$ cat config.mk
export PLATFORM = sky130hd
export DESIGN_NAME = mem_stage
export DESIGN_NICKNAME = d
export VERILOG_FILES = /design/src/rtl/mem_stage_pkg.sv /design/src/rtl/dmem_handshake.sv /design/src/rtl/mem_stage.sv
export SDC_FILE = /design/constraint.sdc
export NUM_CORES = 1
export LEC_CHECK = 0
export BUFFER_PORTS_ARGS = -buffer_cell sky130_fd_sc_hd__buf_2
export CAP_MARGIN = 25
export CELL_PAD_IN_SITES_DETAIL_PLACEMENT = 2
export CELL_PAD_IN_SITES_GLOBAL_PLACEMENT = 2
export CORE_UTILIZATION = 28
export CTS_CLUSTER_DIAMETER = 100
export DETAILED_ROUTE_END_ITERATION = 12
export GPL_ROUTABILITY_DRIVEN = 0
export PLACE_DENSITY = 0.85
export SKIP_CTS_REPAIR_TIMING = 1
export SYNTH_ARGS = -nofsm -noshare
export SYNTH_HDL_FRONTEND = slang
export SYNTH_SLANG_ARGS = --single-unit
$ cat constraint.sdc
create_clock -name clk -period 4.62 [get_ports clk]
set_input_delay 0.462 -clock clk [delete_from_list [all_inputs] [get_ports clk]]
set_output_delay 0.462 -clock clk [all_outputs]
set_load 0.1 [all_outputs]
$ cat src/rtl/mem_stage_pkg.sv
`default_nettype none
// ============================================================================
// Module   : mem_stage_pkg
// Purpose  : Shared types and bubble constants for the MIPS memory stage.
// Revision : 1.0 - initial release
// ============================================================================
package mem_stage_pkg;

    typedef enum logic [0:0] {
        IDLE = 1'b0,
        WAIT = 1'b1
    } mem_state_t;

    typedef struct packed {
        logic [31:0] alu_result;
        logic [31:0] write_data;
        logic [4:0]  dest_reg;
        logic        link_en;
        logic [31:0] link_data;
        logic        mem_to_reg;
        logic        reg_write;
        logic        mem_read;
        logic        mem_write;
    } exmem_t;

    typedef struct packed {
        logic        reg_write;
        logic [4:0]  dest_reg;
        logic [31:0] wb_data;
    } memwb_t;

    localparam exmem_t EXMEM_BUBBLE = '0;
    localparam memwb_t MEMWB_BUBBLE = '0;

endpackage
`default_nettype wire

$ cat src/rtl/dmem_handshake.sv
`default_nettype none
// ============================================================================
// Module   : dmem_handshake
// Purpose  : Request/acknowledge sequencer with a bounded wait counter.
// Revision : 1.0 - initial release
// ============================================================================
module dmem_handshake
    import mem_stage_pkg::*;
#(
    parameter int TIMEOUT = 16,
    parameter int CNT_W   = 5
) (
    input  logic clk,
    input  logic rst,
    input  logic access,
    input  logic misaligned,
    input  logic dmem_ack,
    output logic dmem_req,
    output logic done,
    output logic timeout_hit,
    output logic mem_fault
);

    localparam logic [CNT_W-1:0] C_TIMEOUT = CNT_W'(TIMEOUT);

    mem_state_t       r_state;
    mem_state_t       w_next_state;
    logic [CNT_W-1:0] r_cnt;
    logic [CNT_W-1:0] w_next_cnt;

    always_ff @(posedge clk or posedge rst) begin
        if (rst) begin
            r_state <= IDLE;
            r_cnt   <= '0;
        end else begin
            r_state <= w_next_state;
            r_cnt   <= w_next_cnt;
        end
    end

    // The first request cycle counts as 1 so the stall lasts exactly TIMEOUT cycles.
    always_comb begin
        w_next_state = r_state;
        w_next_cnt   = r_cnt;
        dmem_req     = 1'b0;
        done         = 1'b0;
        timeout_hit  = 1'b0;
        case (r_state)
            IDLE: begin
                if (access) begin
                    dmem_req = 1'b1;
                    if (dmem_ack) begin
                        done = 1'b1;
                    end else begin
                        w_next_state = WAIT;
                        w_next_cnt   = CNT_W'(1);
                    end
                end
            end
            WAIT: begin
                if (dmem_ack) begin
                    dmem_req     = 1'b1;
                    done         = 1'b1;
                    w_next_state = IDLE;
                    w_next_cnt   = '0;
                end else if (r_cnt == C_TIMEOUT) begin
                    timeout_hit  = 1'b1;
                    w_next_state = IDLE;
                    w_next_cnt   = '0;
                end else begin
                    dmem_req   = 1'b1;
                    w_next_cnt = r_cnt + 1'b1;
                end
            end
            default: begin
                w_next_state = IDLE;
                w_next_cnt   = '0;
            end
        endcase
    end

    assign mem_fault = timeout_hit | misaligned;

endmodule
`default_nettype wire

$ cat src/rtl/mem_stage.sv
`default_nettype none
// ============================================================================
// Module   : mem_stage
// Purpose  : MIPS memory stage - EX/MEM and MEM/WB registers plus dmem port.
// Revision : 1.0 - initial release
// ============================================================================
module mem_stage
    import mem_stage_pkg::*;
#(
    parameter int TIMEOUT = 16,
    parameter int CNT_W   = 5
) (
    input  logic        clk,
    input  logic        rst,
    input  logic [31:0] alu_result_ex,
    input  logic [31:0] write_data_ex,
    input  logic [4:0]  dest_reg_ex,
    input  logic        link_en_ex,
    input  logic [31:0] link_data_ex,
    input  logic        mem_to_reg_ex,
    input  logic        reg_write_ex,
    input  logic        mem_read_ex,
    input  logic        mem_write_ex,
    output logic        mem_stall,
    output logic        dmem_req,
    output logic        dmem_we,
    output logic [31:0] dmem_addr,
    output logic [31:0] dmem_wdata,
    input  logic [31:0] dmem_rdata,
    input  logic        dmem_ack,
    output logic        reg_write_wb,
    output logic [4:0]  dest_reg_wb,
    output logic [31:0] wb_data_wb,
    output logic        mem_fault
);

    exmem_t r_exmem;
    exmem_t w_exmem_in;
    memwb_t r_memwb;
    memwb_t w_memwb_next;
    logic   w_mem_op;
    logic   w_misaligned;
    logic   w_access;
    logic   w_done;
    logic   w_timeout_hit;

    assign w_exmem_in = '{
        alu_result: alu_result_ex,
        write_data: write_data_ex,
        dest_reg:   dest_reg_ex,
        link_en:    link_en_ex,
        link_data:  link_data_ex,
        mem_to_reg: mem_to_reg_ex,
        reg_write:  reg_write_ex,
        mem_read:   mem_read_ex,
        mem_write:  mem_write_ex
    };

    always_ff @(posedge clk or posedge rst) begin
        if (rst) begin
            r_exmem <= EXMEM_BUBBLE;
        end else if (!mem_stall) begin
            r_exmem <= w_exmem_in;
        end
    end

    assign w_mem_op     = r_exmem.mem_read | r_exmem.mem_write;
    assign w_misaligned = w_mem_op & (r_exmem.alu_result[1:0] != 2'b00);
    assign w_access     = w_mem_op & ~w_misaligned;

    dmem_handshake #(
        .TIMEOUT (TIMEOUT),
        .CNT_W   (CNT_W)
    ) u_handshake (
        .clk         (clk),
        .rst         (rst),
        .access      (w_access),
        .misaligned  (w_misaligned),
        .dmem_ack    (dmem_ack),
        .dmem_req    (dmem_req),
        .done        (w_done),
        .timeout_hit (w_timeout_hit),
        .mem_fault   (mem_fault)
    );

    assign mem_stall  = w_access & ~w_done & ~w_timeout_hit;
    // When both read and write are set the access is a store.
    assign dmem_we    = dmem_req & r_exmem.mem_write;
    assign dmem_addr  = {r_exmem.alu_result[31:2], 2'b00};
    assign dmem_wdata = r_exmem.write_data;

    // Stalled, misaligned and timed-out entries all retire as bubbles.
    always_comb begin
        w_memwb_next = MEMWB_BUBBLE;
        if (!w_mem_op || w_done) begin
            w_memwb_next.reg_write = r_exmem.reg_write & ~r_exmem.mem_write;
            w_memwb_next.dest_reg  = r_exmem.dest_reg;
            if (r_exmem.link_en) begin
                w_memwb_next.wb_data = r_exmem.link_data;
            end else if (r_exmem.mem_to_reg && r_exmem.mem_read) begin
                w_memwb_next.wb_data = dmem_rdata;
            end else begin
                w_memwb_next.wb_data = r_exmem.alu_result;
            end
        end
    end

    always_ff @(posedge clk or posedge rst) begin
        if (rst) begin
            r_memwb <= MEMWB_BUBBLE;
        end else begin
            r_memwb <= w_memwb_next;
        end
    end

    assign reg_write_wb = r_memwb.reg_write;
    assign dest_reg_wb  = r_memwb.dest_reg;
    assign wb_data_wb   = r_memwb.wb_data;

endmodule
`default_nettype wire

==> impl_table.tex <==
\begin{tabular}{lr}
\hline
Metric & Value \\
\hline
\multicolumn{2}{l}{\textbf{Outcome}} \\
\quad Result of the run & completed \\
\multicolumn{2}{l}{\textbf{Setup path}} \\
\quad Worst Path Arrival & 2600 ps \\
\quad Capturing element type of the critical path & output port \\
\quad Type of the worst setup path & flop to output port \\
\quad Stages on the worst setup path & 6 \\
\quad CP cell instances & inv\_1 > ha\_1 > and4bb\_2 > a2111oi\_4 > buf\_4 > buf\_2 \\
\quad R2r endpoint & dmem\_addr[7] \\
\quad Slowest-stage cell, CP & sky130\_fd\_sc\_hd\_\_buf\_2 \\
\quad Worst Path Buf+Inv & 3 \\
\quad Longest individual stage delay on the worst path & 490 ps \\
\quad Data required time of the critical path & 4160 ps \\
\quad Element type at the critical path start & flop \\
\quad Source of the worst register-to-register timing path & u\_handshake.r\_cnt[0] \\
\quad Category of cells accounting for the largest share of critical-path delay & buffers and inverters \\
\quad Internal reg-to-reg setup slack & 1910 ps \\
\quad Number of cell instances on the worst register-to-register path & 7 \\
\quad Worst Path Max Fanout & 18 \\
\multicolumn{2}{l}{\textbf{Die}} \\
\quad Total I/O pin count & roughly 250 \\
\quad Cell Rows & 56 \\
\quad Overall die height & 156 um \\
\quad Total die area & between 0.02 and 0.025 mm\^{}2 \\
\quad Core ar. & 0.0234 mm\^{}2 \\
\quad Die outline width & approximately 160 um \\
\quad Initial core utilization & between 20\% and 30\% \\
\multicolumn{2}{l}{\textbf{Logic synthesis}} \\
\quad Distinct cell type count after synthesis & 33 \\
\quad Asr flop ratio synth & 100\% \\
\quad Area of the mapped netlist & 0.00667 mm\^{}2 \\
\quad Gate count of the mapped netlist & 523 \\
\quad Synth Flop Type & sky130\_fd\_sc\_hd\_\_dfrtp\_1 \\
\quad Post-synth EDFFs & 0 \\
\quad Number of warnings reported in the yosys synthesis log & 0 \\
\quad Mean post-synth cell area & 12.7 um\^{}2 \\
\quad Post-synthesis sequential element count & 150 \\
\quad Part of the Yosys area used for sequential elements & 56.3\% \\
\multicolumn{2}{l}{\textbf{Clock tree}} \\
\quad CTS tree & yes \\
\quad Count of clock tree sinks & 150 \\
\quad Clk\_lat worst skew & 420 ps \\
\quad Num CTS Buffers & 17 \\
\quad Clock Root Buffer & sky130\_fd\_sc\_hd\_\_clkbuf\_16 \\
\quad Count of H-tree levels built during CTS & 4 \\
\quad Clk slew on worst S/H paths & around 60 ps \\
\quad Number of buffers on the longest clock path & 2 \\
\multicolumn{2}{l}{\textbf{GRT}} \\
\quad Largest net degree at the start of global routing & 65 \\
\quad Wire length of the first global-routing pass & 30700 um \\
\quad Global routing usage summed across all routing layers & 16.7\% \\
\quad Vias in the first global route & 5397 \\
\quad Number of antenna violations at the first check in global routing & 6 \\
\quad Overall overflow remaining after global route & 0 \\
\multicolumn{2}{l}{\textbf{Routing}} \\
\quad Total via count in the routed design & between 4000 and 5000 \\
\quad Number of nets with antenna violations after detailed routing & 0 \\
\quad Total Wirelength & 19700 um \\
\quad Iteration count of the initial detailed-routing pass & 4 \\
\quad DR DRC count & 0 \\
\quad Detail-routed via count per cell & 4.55 \\
\quad Post-DR wirelength/cell & around 19 um \\
\quad Initial DRC count & 158 \\
\multicolumn{2}{l}{\textbf{STA}} \\
\quad Unrepaired setup endpoints after global routing & false \\
\quad Max\_slew headroom & 47.9\% \\
\quad Pin slew with the least headroom to its limit & between 700 and 800 ps \\
\quad Final clock period utilization by the worst path & about two thirds \\
\quad Final min period & $\sim$3000 ps \\
\quad Number of failing setup endpoints in the final timing report & 0 \\
\quad Top achievable clock speed & around 330 MHz \\
\quad Worst setup skew after layout & around 9.1 ps \\
\quad Final-report max-slew violation count & 0 \\
\quad Setup TNS & 0 ps \\
\quad Number of hold-slack violations in the final timing report & 0 \\
\multicolumn{2}{l}{\textbf{Power and ir drop}} \\
\quad Cell leakage power & 3.96 nW \\
\quad Cell Int Power & 2.44 mW \\
\quad Switching power total & 1.54 mW \\
\quad Part of the power in the clock network & 32.8\% \\
\quad Share of total power in combinational logic & $\sim$29\% \\
\quad Worst vdd rail ir drop & around 0.21 mV \\
\quad Net switching share of the total power & between 30\% and 40\% \\
\quad PwrDens & 479 mW/mm\^{}2 \\
\quad Power after layout & 3.98 mW \\
\quad Sequential group share of total power & about two fifths \\
\multicolumn{2}{l}{\textbf{Hold path}} \\
\quad Classification of the worst-slack hold path & input port to async pin \\
\multicolumn{2}{l}{\textbf{Placement}} \\
\quad Number of I/O port buffers & 244 \\
\quad Detailed-placement wirelength estimate & 13900 um \\
\multicolumn{2}{l}{\textbf{Layout}} \\
\quad Layout overhead on the synthesized area & 24.8\% \\
\quad Post-layout net count & 844 \\
\quad Share of cells above drive strength 1 & 52.8\% \\
\multicolumn{2}{l}{\textbf{Run}} \\
\quad Max capacitance violation total & 0 \\
\hline
\end{tabular}
[registers in the layout, summed over array words and instances, names as in the netlist]
| name | flops |
|---|---|
| u_handshake.r_cnt | 5 |
| dmem_addr | 30 |
| reg_write_wb | 1 |
| u_handshake.r_state | 1 |
| wb_data_wb | 32 |
| dmem_wdata | 32 |
| r_exmem | 44 |
| dest_reg_wb | 5 |
[cells by family (layout without fill, tap and decap cells)]
| kind of cell | count (synthesis) | after routing | synth area share, % |
|---|---|---|---|
| other | 1 | 7 | 0.0562 |
| adders and majority gates | 2 | 2 | 0.375 |
| muxes | 104 | 104 | 17.6 |
| AOI/OAI and AO/OA | 47 | 47 | 5.63 |
| buffers and inverters | 100 | 288 | 9.51 |
| and+or+nand+nor | 117 | 117 | 10.3 |
| DFF | 150 | 150 | 56.3 |
| xor gates and xnor gates | 2 | 2 | 0.263 |
[power groups by stage]
stage,Combinational (mW),Clock [mW],Sequential [mW]
2_1_floorplan,0.686,0,1.82
3_3_place_gp,1.15,0,1.53
3_5_place_dp,1.16,0,1.55
4_1_cts,1.17,1.36,1.52
5_1_grt,1.21,1.40,1.54
6_report,1.16,1.31,1.52
[through the flow]
step | setup slack [ps] | instances | hold slack (ps) | utilization [%] | cell area, um^2
2_1_floorplan | 122 | 524 | 449 | - | 6670
3_3_place_gp | 2020 | 1001 | 468 | 33.2 | 7760
3_5_place_dp | 1940 | 1001 | 480 | 33.2 | 7760
4_1_cts | 1510 | 1031 | 132 | 35.5 | 8310
5_1_grt | 1430 | 1034 | 140 | 35.5 | 8310
6_report | 1560 | 1036 | 106 | 35.5 | 8320
[area by class of cell]
| cell class | count | area, um^2 |
|---|---|---|
| Sequential cell | 150 | 3750 |
| Antenna cell | 5 | 12.5 |
| Multi-Input combinational cell | 274 | 2290 |
| Inverter | 4 | 20.0 |
| Clock inverter | 8 | 77.6 |
| Timing Repair Buffer | 254 | 1300 |
| Tap cell | 319 | 399 |
| Fill cell | 2557 | 15100 |
| Clock buffer | 22 | 464 |
[worst reg2reg max path, cell delays in order, from the launching register on]
cell                        delay, ps
sky130_fd_sc_hd__dfrtp_1          430
sky130_fd_sc_hd__inv_1             70
sky130_fd_sc_hd__ha_1             200
sky130_fd_sc_hd__and4bb_2         290
sky130_fd_sc_hd__a2111oi_4        380
sky130_fd_sc_hd__buf_4            320
sky130_fd_sc_hd__buf_4            490
sky130_fd_sc_hd__mux2_2           420
[how the worst max path moves through the flow]
stage | end | from
final | mem_stall | u_handshake.r_cnt[0]
after global routing | mem_stall | u_handshake.r_cnt[0]
after CTS | mem_stall | u_handshake.r_cnt[0]
after detailed placement | dmem_addr[7] | u_handshake.r_cnt[0]
after global placement | dmem_addr[11] | u_handshake.r_cnt[0]
after floorplan | dest_reg_wb[0] | rst
[cell usage in the layout, fill, tap and decap left out, types with 2 or more instances in the layout]
| cell | instances |
|---|---|
| sky130_fd_sc_hd__nor2_1 | 3 |
| sky130_fd_sc_hd__or2_2 | 2 |
| sky130_fd_sc_hd__conb_1 | 2 |
| sky130_fd_sc_hd__nor2b_1 | 40 |
| sky130_fd_sc_hd__nand3_1 | 2 |
| sky130_fd_sc_hd__buf_4 | 10 |
| sky130_fd_sc_hd__clkinv_2 | 3 |
| sky130_fd_sc_hd__ha_1 | 2 |
| sky130_fd_sc_hd__a22o_1 | 4 |
| sky130_fd_sc_hd__dfrtp_1 | 149 |
| sky130_fd_sc_hd__buf_2 | 244 |
| sky130_fd_sc_hd__mux2_1 | 16 |
| sky130_fd_sc_hd__mux2_2 | 88 |
| sky130_fd_sc_hd__clkinvlp_4 | 2 |
| sky130_fd_sc_hd__nor3_1 | 32 |
| sky130_fd_sc_hd__xnor2_1 | 2 |
| sky130_fd_sc_hd__clkinv_4 | 2 |
| sky130_fd_sc_hd__a211oi_1 | 32 |
| sky130_fd_sc_hd__clkbuf_1 | 3 |
| sky130_fd_sc_hd__clkbuf_8 | 2 |
| sky130_fd_sc_hd__and3_1 | 32 |
| sky130_fd_sc_hd__nand2_1 | 2 |
| sky130_fd_sc_hd__clkbuf_16 | 17 |
| sky130_fd_sc_hd__diode_2 | 5 |
| sky130_fd_sc_hd__inv_1 | 3 |
[cells in the mapped netlist, types with 2 or more instances]
cell type | count | area (um^2)
sky130_fd_sc_hd__nor2b_1 | 40 | 250
sky130_fd_sc_hd__buf_2 | 9 | 45.0
sky130_fd_sc_hd__nor2_1 | 3 | 11.3
sky130_fd_sc_hd__clkbuf_1 | 21 | 78.8
sky130_fd_sc_hd__nand3_1 | 2 | 10.0
sky130_fd_sc_hd__a21oi_1 | 2 | 10.0
sky130_fd_sc_hd__dfrtp_1 | 150 | 3750
sky130_fd_sc_hd__mux2_2 | 88 | 991
sky130_fd_sc_hd__inv_1 | 4 | 15.0
sky130_fd_sc_hd__nor3_1 | 32 | 160
sky130_fd_sc_hd__a211oi_1 | 32 | 240
sky130_fd_sc_hd__mux2_1 | 16 | 180
sky130_fd_sc_hd__nand2_1 | 2 | 7.51
sky130_fd_sc_hd__and3_1 | 32 | 200
sky130_fd_sc_hd__buf_4 | 66 | 495
sky130_fd_sc_hd__xnor2_1 | 2 | 17.5
sky130_fd_sc_hd__ha_1 | 2 | 25.0
sky130_fd_sc_hd__or2_2 | 2 | 12.5
sky130_fd_sc_hd__a22o_1 | 4 | 35.0
[metal layers]
metal	global-route usage, %	up-vias	part of all wire (%)
met1	19.8	2405	41
met3	5.07	23	6.0
met5	0	-	0.066
li1	-	2124	-
met2	28.0	157	51
met4	6.63	2	2.0
No activity file was read; power rests on OpenSTA's default activity.
